<file path="src/rtl/dmem_arbiter.sv">
// Round-robin arbiter sharing one single-port data memory among NUM_CORES cores.
// Optional atomic bus lock enabled by defining DMEM_ARB_LOCK_EN.
module dmem_arbiter #(
    parameter int unsigned NUM_CORES = 4,
    parameter int unsigned ADDR_W    = 16,
    parameter int unsigned DATA_W    = 8,
    parameter int unsigned RD_LAT    = 1
) (
    input  logic                          i_clk,
    input  logic                          i_rst,
    input  logic [NUM_CORES-1:0]          i_req,
    input  logic [NUM_CORES-1:0]          i_we,
    input  logic [NUM_CORES*ADDR_W-1:0]   i_addr,
    input  logic [NUM_CORES*DATA_W-1:0]   i_wdata,
    input  logic [NUM_CORES-1:0]          i_lock,
    output logic [NUM_CORES-1:0]          o_gnt,
    output logic [NUM_CORES-1:0]          o_done,
    output logic [DATA_W-1:0]             o_rdata,
    output logic [ADDR_W-1:0]             o_mem_addr,
    output logic [DATA_W-1:0]             o_mem_wdata,
    output logic                          o_mem_we,
    output logic                          o_mem_re,
    input  logic [DATA_W-1:0]             i_mem_rdata
);

    localparam int unsigned PTR_W = (NUM_CORES > 1) ? $clog2(NUM_CORES) : 1;
    localparam int unsigned CNT_W = 3;

    localparam logic [1:0] S_IDLE  = 2'd0;
    localparam logic [1:0] S_ISSUE = 2'd1;
    localparam logic [1:0] S_WAIT  = 2'd2;
    localparam logic [1:0] S_DONE  = 2'd3;

    logic [1:0]            r_state,     w_state_nxt;
    logic [PTR_W-1:0]      r_ptr,       w_ptr_nxt;
    logic [PTR_W-1:0]      r_owner,     w_owner_nxt;
    logic                  r_we,        w_we_nxt;
    logic [CNT_W-1:0]      r_cnt,       w_cnt_nxt;
    logic [NUM_CORES-1:0]  r_gnt,       w_gnt_nxt;
    logic [NUM_CORES-1:0]  r_done,      w_done_nxt;
    logic [DATA_W-1:0]     r_rdata,     w_rdata_nxt;
    logic [ADDR_W-1:0]     r_mem_addr,  w_mem_addr_nxt;
    logic [DATA_W-1:0]     r_mem_wdata, w_mem_wdata_nxt;
    logic                  r_mem_we,    w_mem_we_nxt;
    logic                  r_mem_re,    w_mem_re_nxt;

    logic                  w_found;
    logic [PTR_W-1:0]      w_sel;
    logic [PTR_W-1:0]      w_ptr_adv;
    logic                  w_lock_hold;

`ifdef DMEM_ARB_LOCK_EN
    assign w_lock_hold = i_lock[r_owner] & i_req[r_owner];
`else
    logic w_unused_lock;
    assign w_unused_lock = ^i_lock;
    assign w_lock_hold   = 1'b0;
`endif

    // First requester at or after r_ptr, wrapping; reverse scan lets the nearest one win.
    always_comb begin
        int j;
        j       = 0;
        w_found = 1'b0;
        w_sel   = '0;
        for (int k = int'(NUM_CORES) - 1; k >= 0; k--) begin
            j = int'(r_ptr) + k;
            if (j >= int'(NUM_CORES)) begin
                j = j - int'(NUM_CORES);
            end
            if (i_req[j]) begin
                w_found = 1'b1;
                w_sel   = PTR_W'(j);
            end
        end
    end

    assign w_ptr_adv = (r_owner == PTR_W'(NUM_CORES - 1)) ? '0 : r_owner + PTR_W'(1);

    // Next-state and next-output logic.
    always_comb begin
        w_state_nxt     = r_state;
        w_ptr_nxt       = r_ptr;
        w_owner_nxt     = r_owner;
        w_we_nxt        = r_we;
        w_cnt_nxt       = r_cnt;
        w_gnt_nxt       = r_gnt;
        w_done_nxt      = '0;
        w_rdata_nxt     = r_rdata;
        w_mem_addr_nxt  = r_mem_addr;
        w_mem_wdata_nxt = r_mem_wdata;
        w_mem_we_nxt    = 1'b0;
        w_mem_re_nxt    = 1'b0;

        case (r_state)
            S_IDLE: begin
                if (w_found) begin
                    w_owner_nxt      = w_sel;
                    w_we_nxt         = i_we[w_sel];
                    w_mem_addr_nxt   = i_addr[int'(w_sel)*ADDR_W +: ADDR_W];
                    w_mem_wdata_nxt  = i_wdata[int'(w_sel)*DATA_W +: DATA_W];
                    w_mem_we_nxt     = i_we[w_sel];
                    w_mem_re_nxt     = ~i_we[w_sel];
                    w_gnt_nxt        = '0;
                    w_gnt_nxt[w_sel] = 1'b1;
                    w_state_nxt      = S_ISSUE;
                end
            end

            S_ISSUE: begin
                if (r_we) begin
                    w_done_nxt[r_owner] = 1'b1;
                    w_state_nxt         = S_DONE;
                end else begin
                    w_cnt_nxt   = CNT_W'(RD_LAT - 1);
                    w_state_nxt = S_WAIT;
                end
            end

            S_WAIT: begin
                if (r_cnt == '0) begin
                    w_rdata_nxt         = i_mem_rdata;
                    w_done_nxt[r_owner] = 1'b1;
                    w_state_nxt         = S_DONE;
                end else begin
                    w_cnt_nxt = r_cnt - CNT_W'(1);
                end
            end

            S_DONE: begin
                // A locked owner chains straight into its next access, keeping the grant.
                if (w_lock_hold) begin
                    w_we_nxt        = i_we[r_owner];
                    w_mem_addr_nxt  = i_addr[int'(r_owner)*ADDR_W +: ADDR_W];
                    w_mem_wdata_nxt = i_wdata[int'(r_owner)*DATA_W +: DATA_W];
                    w_mem_we_nxt    = i_we[r_owner];
                    w_mem_re_nxt    = ~i_we[r_owner];
                    w_state_nxt     = S_ISSUE;
                end else begin
                    w_gnt_nxt   = '0;
                    w_ptr_nxt   = w_ptr_adv;
                    w_state_nxt = S_IDLE;
                end
            end

            default: begin
                w_gnt_nxt   = '0;
                w_state_nxt = S_IDLE;
            end
        endcase
    end

    // State and output registers; reset aborts any transaction in flight.
    always_ff @(posedge i_clk) begin
        if (i_rst) begin
            r_state     <= S_IDLE;
            r_ptr       <= '0;
            r_owner     <= '0;
            r_we        <= 1'b0;
            r_cnt       <= '0;
            r_gnt       <= '0;
            r_done      <= '0;
            r_rdata     <= '0;
            r_mem_addr  <= '0;
            r_mem_wdata <= '0;
            r_mem_we    <= 1'b0;
            r_mem_re    <= 1'b0;
        end else begin
            r_state     <= w_state_nxt;
            r_ptr       <= w_ptr_nxt;
            r_owner     <= w_owner_nxt;
            r_we        <= w_we_nxt;
            r_cnt       <= w_cnt_nxt;
            r_gnt       <= w_gnt_nxt;
            r_done      <= w_done_nxt;
            r_rdata     <= w_rdata_nxt;
            r_mem_addr  <= w_mem_addr_nxt;
            r_mem_wdata <= w_mem_wdata_nxt;
            r_mem_we    <= w_mem_we_nxt;
            r_mem_re    <= w_mem_re_nxt;
        end
    end

    assign o_gnt       = r_gnt;
    assign o_done      = r_done;
    assign o_rdata     = r_rdata;
    assign o_mem_addr  = r_mem_addr;
    assign o_mem_wdata = r_mem_wdata;
    assign o_mem_we    = r_mem_we;
    assign o_mem_re    = r_mem_re;

endmodule

</file>
<file path="config.mk">
export PLATFORM = sky130hd
export DESIGN_NAME = dmem_arbiter
export DESIGN_NICKNAME = d
export VERILOG_FILES = /design/src/rtl/dmem_arbiter.sv
export SDC_FILE = /design/constraint.sdc
export NUM_CORES = 1
export LEC_CHECK = 0
export CAP_MARGIN = 30
export CORE_UTILIZATION = 40
export CTS_BUF_LIST = sky130_fd_sc_hd__clkbuf_8
export CTS_CLUSTER_SIZE = 25
export DETAILED_ROUTE_END_ITERATION = 16
export PLACE_DENSITY_LB_ADDON = 0.08
export SKIP_LAST_GASP = 1
export SLEW_MARGIN = 20
export SYNTH_ARGS = -nofsm -noshare
export SYNTH_HDL_FRONTEND = slang
export SYNTH_SLANG_ARGS = --single-unit
</file>
<file path="constraint.sdc">
create_clock -name i_clk -period 2.3 [get_ports i_clk]
set_input_delay 0.46 -clock i_clk [delete_from_list [all_inputs] [get_ports i_clk]]
set_output_delay 0.46 -clock i_clk [all_outputs]
set_load 0.05 [all_outputs]
</file>
======== Word-level counts from Yosys, hierarchy flattened ========
Index checks and enable logic that the tools add are counted.
operators by class
  shift operators ......................... 2
  muxes and demuxes ....................... 43
  bitwise operators ....................... 3
  order comparisons ....................... 12
  add/subtract/negate cells ............... 9
  reduce and logical (&&, ||, !) cells .... 12
  eq/ne operators ......................... 8
operators with widths
  cell                   count
  $lt A32 B4 Y1 const B  4
  $mux W32               4
  $shiftx A64 B7 Y16     1
  $shiftx A32 B6 Y8      1
  $mux W1                16
  $pmux W4 S2            2
  $mux W2                7
  $mux W4                3
  $sub A3 B3 Y4 const B  3
  $bmux W1 S2            5
  $ge A3 B3 Y1 const B   3
  $ne A2 B2 Y1 const B   4
  $pmux W2 S4            1
  $reduce_and A2 Y1      4
  $add A2 B2 Y3 const B  2
  $eq A2 B2 Y1 const B   3
  $lt A2 B3 Y1 const B   2
  $mux W3                2
  $pmux W3 S2            1
  $demux W1 S2           2
  $ge A2 B1 Y1 const B   2
  $reduce_bool A2 Y1     2
  $sub A2 B3 Y4 const B  1
  $add A2 B1 Y3 const B  1
  other kinds (10)       13
word-level totals
  output and inout bits ................... 42
  input bits .............................. 118
  register bits after elaboration ......... 52

======== Longest topological paths before layout ========
  word-level depth ........................ 16
  gate-level depth with buffers ........... 9
  depth with buffers taken out ............ 7

======== Least setup slack after synthesis ========
Ideal clock, no wire load.
  path type ............................... input port to flip-flop
  start point ............................. input i_req[0]
  end point ............................... register r_gnt[0] (netlist: o_gnt[0])
  arrival time ............................ 1.727 ns
  stages on the path ...................... 6
  setup slack ............................. 0.445 ns
  cells stage by stage .................... nor2b_2 nor4_4 nor2_8 buf_4 a32oi_1 nor2_1
on the way
  cells in the longest elaborated chain, start to end .. 13
  elaborated cells between the ends (all ways) .. 29
  classes of those cells .................. order compare (2); eq/ne (1); mux (24); reduce/logical (2)
ends and longest elaborated chain
  item                                                                RTL line  RTL
  from (decl)                                                         11        input logic [NUM_CORES-1:0] i_req,
  $bmux W1 S2                                                         71        if (i_req[j]) begin
  $mux W1 (implied by the code) (2 in a row)                          71
  $mux W2 (4 in a row)                                                71
  $lt A2 B3 Y1 (implied by the code) or $ge A2 B1 Y1 (tied branches)  105       w_gnt_nxt[w_sel] = 1'b1;
  $logic_and A1 B1 Y1 (implied by the code)                           105
  $mux W1 (implied by the code)                                       105
  $demux W1 S2                                                        105
  $mux W4                                                             97        if (w_found) begin
  $pmux W4 S2                                                         95        case (r_state)
  to (signal assigned)                                                174       r_gnt <= w_gnt_nxt;
  to (decl)                                                           39        logic [NUM_CORES-1:0] r_gnt, w_gnt_nxt;
Several ways; a longest one is shown, not always the timed one. The select of a mux whose other input is x is not followed.
A chain may end at the register's enable or synchronous reset.

======== Worst setup path after layout ========
  start point ............................. input i_req[0]
  end point ............................... register r_we
on the way
  cells in the longest elaborated chain, start to end .. 9
  elaborated cells between the ends (all ways) .. 23
  classes of those cells .................. mux (22); reduce/logical (1)
ends and longest elaborated chain
  item                                        RTL line  RTL
  $bmux W1 S2                                 71
  $mux W1 (implied by the code) (2 in a row)  71
  $mux W2 (4 in a row)                        71
  $bmux W1 S2                                 99        w_we_nxt = i_we[w_sel];
  $mux W1 (implied by the code)               99
  to (signal assigned)                        172       r_we <= w_we_nxt;
  to (decl)                                   37        logic r_we, w_we_nxt;
Several ways; a longest one is shown, not always the timed one. The select of a mux whose other input is x is not followed.

==> results.json <==
{
  "die_h_um": 89.4,
  "rsz0062_at_grt": "false",
  "critical_path_class": "primary input to flop",
  "wl_per_cell_um": 15.2,
  "p_per_area_nw_per_um2": 894,
  "hold_start": "o_mem_addr[8]",
  "clockBufferDepth": 2,
  "slew_violations": 0,
  "post_cts_resized": 0,
  "cp_cell_sequence": "clkdlybuf4s50_1, nor2b_2, buf_4, nor4_4, buf_4, buf_12, o21ai_1, and2_1, o221ai_1",
  "async_reset_ff_frac": 0,
  "r2r_start": "r_ptr[0]",
  "post_drt_via_cell_ratio": 5.28,
  "grt_pass1_vias": 2961,
  "drt-pass1-iter-count": 4,
  "grt_max_degree": 26,
  "synth_fp_nets": 469,
  "dr_wl_met2_um": 4480,
  "wl_met3_um": 699,
  "clk_pin_slew_ns": 0.10,
  "relSlewSlack": 0.641,
  "yosys.area.top_type": "dfxtp_1",
  "wl_met1_um": 3850,
  "fin_hold_ws_ns": 0.487,
  "power.internal_w": 0.00250,
  "synthCells": 340,
  "cts_buffers": 5,
  "vias": 3200,
  "die_area_sq_um": 7990,
  "num-nets-final": 635,
  "power_switching_w": 0.00192,
  "hold_buffers": 0,
  "row_count": 31,
  "cpMostUsedCell": "buf_4",
  "synth_top_area_share": 0.341,
  "worst_pin_slew_ns": 0.537,
  "cpPeakStageDelay_ns": 0.46,
  "grt_usage": 0.225,
  "core_area_sq_um": 7330,
  "drt-initial-drc-count": 79,
  "finalSetupViolCount": 0,
  "synthFlopType": "dfxtp_1",
  "post-synth-top-count-cell": "dfxtp_1",
  "ys_seq_elements": 52,
  "synthTopCellsByCount": "52 x dfxtp_1, 36 x mux2i_1, 29 x nand2_1, 29 x nand3_1",
  "clock_sinks": 52,
  "arrival_ns": 2.32,
  "ys_types": 42,
  "min_path_cells": 2,
  "timing_hold_violations_final": 0,
  "crit_slowest_cell": "clkdlybuf4s50_1",
  "fmax_mhz": 478,
  "preCtsSetupSlack_ns": -0.129,
  "period_minus_slack_ns": 2.09,
  "grt_first_pass_wirelength_um": 13800,
  "combPwrFrac": 0.561,
  "ioPinCount": 160,
  "tritoncts": "built",
  "worstRegToRegCells": 8,
  "dp_hpwl_um": 6890,
  "cts-root-buf": "clkbuf_8",
  "r2r_slack_ns": 0.55,
  "p_seq_frac": 0.293,
  "initial_utilization": 0.416,
  "switching_share": 0.434,
  "period_share": 0.909,
  "cts_setup_buffers": 0,
  "overflow": 0,
  "ant_nets": 0,
  "skew_ns": 0.00729,
  "endpoint_kind": "flop",
  "antenna_found_initial": 0,
  "clk_latency_ns": 0.32,
  "maxCapViolations": 0,
  "ys_top_cells_by_area": "dfxtp_1 34%, mux2i_1 12%, a211o_1 6.9%, o211ai_1 4.9%, nand3_1 4.8%",
  "cts-htree-levels": 2,
  "diodes": 0,
  "drc": 0,
  "drive_gt1_frac": 0.0986,
  "yosysSeqAreaShare": 0.341,
  "r2r-end": "r_we",
  "synth_area_per_cell_sq_um": 8.98,
  "hold_path_end": "o_mem_addr[8]",
  "synth_edf_count": 0,
  "portBuffers": 155,
  "final_util": 0.674,
  "gp_congestion": 0.855,
  "hp-class": "flop to flop",
  "p_leak_nw": 2.02,
  "yosysWarnings": 0,
  "crit_required_ns": 2.53,
  "vdd_drop_max_v": 0.000556,
  "clockPowerShare": 0.146,
  "chipWidth_um": 89.4,
  "top_layer": "met4",
  "startpoint_type": "primary input",
  "finalSetupTns_ns": 0,
  "wirelength_um": 9220,
  "worstPathMaxFanout": 11,
  "timing.final.ws_setup_ns": 0.210,
  "syn_to_final_growth_pct": 61.8,
  "status": "finished clean",
  "synth_area_sq_um": 3050
}
-- how the worst max path moves through the flow --
| stage | from | end | slack, ns | depth (start not counted) |
|---|---|---|---|---|
| final | i_req[0] | r_we | 0.21 | 9 |
| after global routing | i_req[3] | r_we | 0.06 | 9 |
| after global placement | i_req[0] | o_mem_addr[12] | -0.09 | 9 |
| after CTS | i_req[0] | o_mem_addr[12] | 0.21 | 9 |
| after floorplan | i_req[0] | o_gnt[0] | 0.45 | 6 |
| after detailed placement | i_req[0] | o_mem_addr[12] | -0.13 | 9 |
-- final cells by class --
cell class,count,area (sq um)
Sequential cell,52,1040
Tap cell,99,124
Clock buffer,5,68.8
Inverter,7,26.3
Clock inverter,3,42.5
Timing Repair Buffer,187,1880
Fill cell,578,2390
Multi-Input combinational cell,253,1760
-- power groups by stage --
| stage | Sequential (W) | Combinational [W] | Clock [W] |
|---|---|---|---|
| global placement | 0.00130 | 0.00245 | 0 |
| global route | 0.00132 | 0.00264 | 0.000702 |
| CTS | 0.00129 | 0.00249 | 0.000662 |
| finish | 0.00129 | 0.00248 | 0.000646 |
| floorplan | 0.00200 | 0.000909 | 0 |
| detailed placement | 0.00131 | 0.00248 | 0 |
-- layout by cell type (no fill, tap or decap), drive strengths merged, types with 7 or more instances in the layout --
master and count:
nor2 25, nand3 29, o21ai 29, a21oi 7, a211o 24, ha 11, buf 32, nand2 30
clkdlybuf4s50 155, inv 7, dfxtp 52, o211ai 24, mux2i 36
-- registers in the layout (all words and copies together) (netlist names) --
name,cells
r_state,2
o_rdata,8
o_mem_we,1
r_ptr,2
r_we,1
o_done,4
o_gnt,4
o_mem_addr,16
r_owner,2
r_cnt,3
o_mem_re,1
o_mem_wdata,8
-- metal layers --
layer	track usage	up-vias
li1	-	1570
met1	0.263	1504
met2	0.395	112
met3	0.0609	14
met4	0.0794	0
met5	0	-
-- cell families (layout without fill, tap and decap cells) --
| family | after synthesis | count (layout) | share of synthesized area |
|---|---|---|---|
| simple gates | 111 | 111 | 0.189 |
| compound gates | 95 | 95 | 0.224 |
| flops | 52 | 52 | 0.341 |
| mux | 36 | 36 | 0.118 |
| buf+inv | 35 | 202 | 0.0836 |
| fa+ha+maj | 11 | 11 | 0.0451 |
-- worst max-delay path, delay by kind of cell --
kind / cells / cell delay [ns]
compound gates: 2 / 0.28
buf+inv: 4 / 0.95
simple gates: 3 / 0.62
-- per-stage QoR --
stage	area, sq um	power (W)	instances
final	4940	0.00442	606
after detailed placement	4830	0.00379	598
after global placement	4830	0.00375	598
after global routing	4940	0.00467	606
after floorplan	3050	0.00291	340
after CTS	4940	0.00444	606
Note: power is estimated with default switching activity, not from simulation.
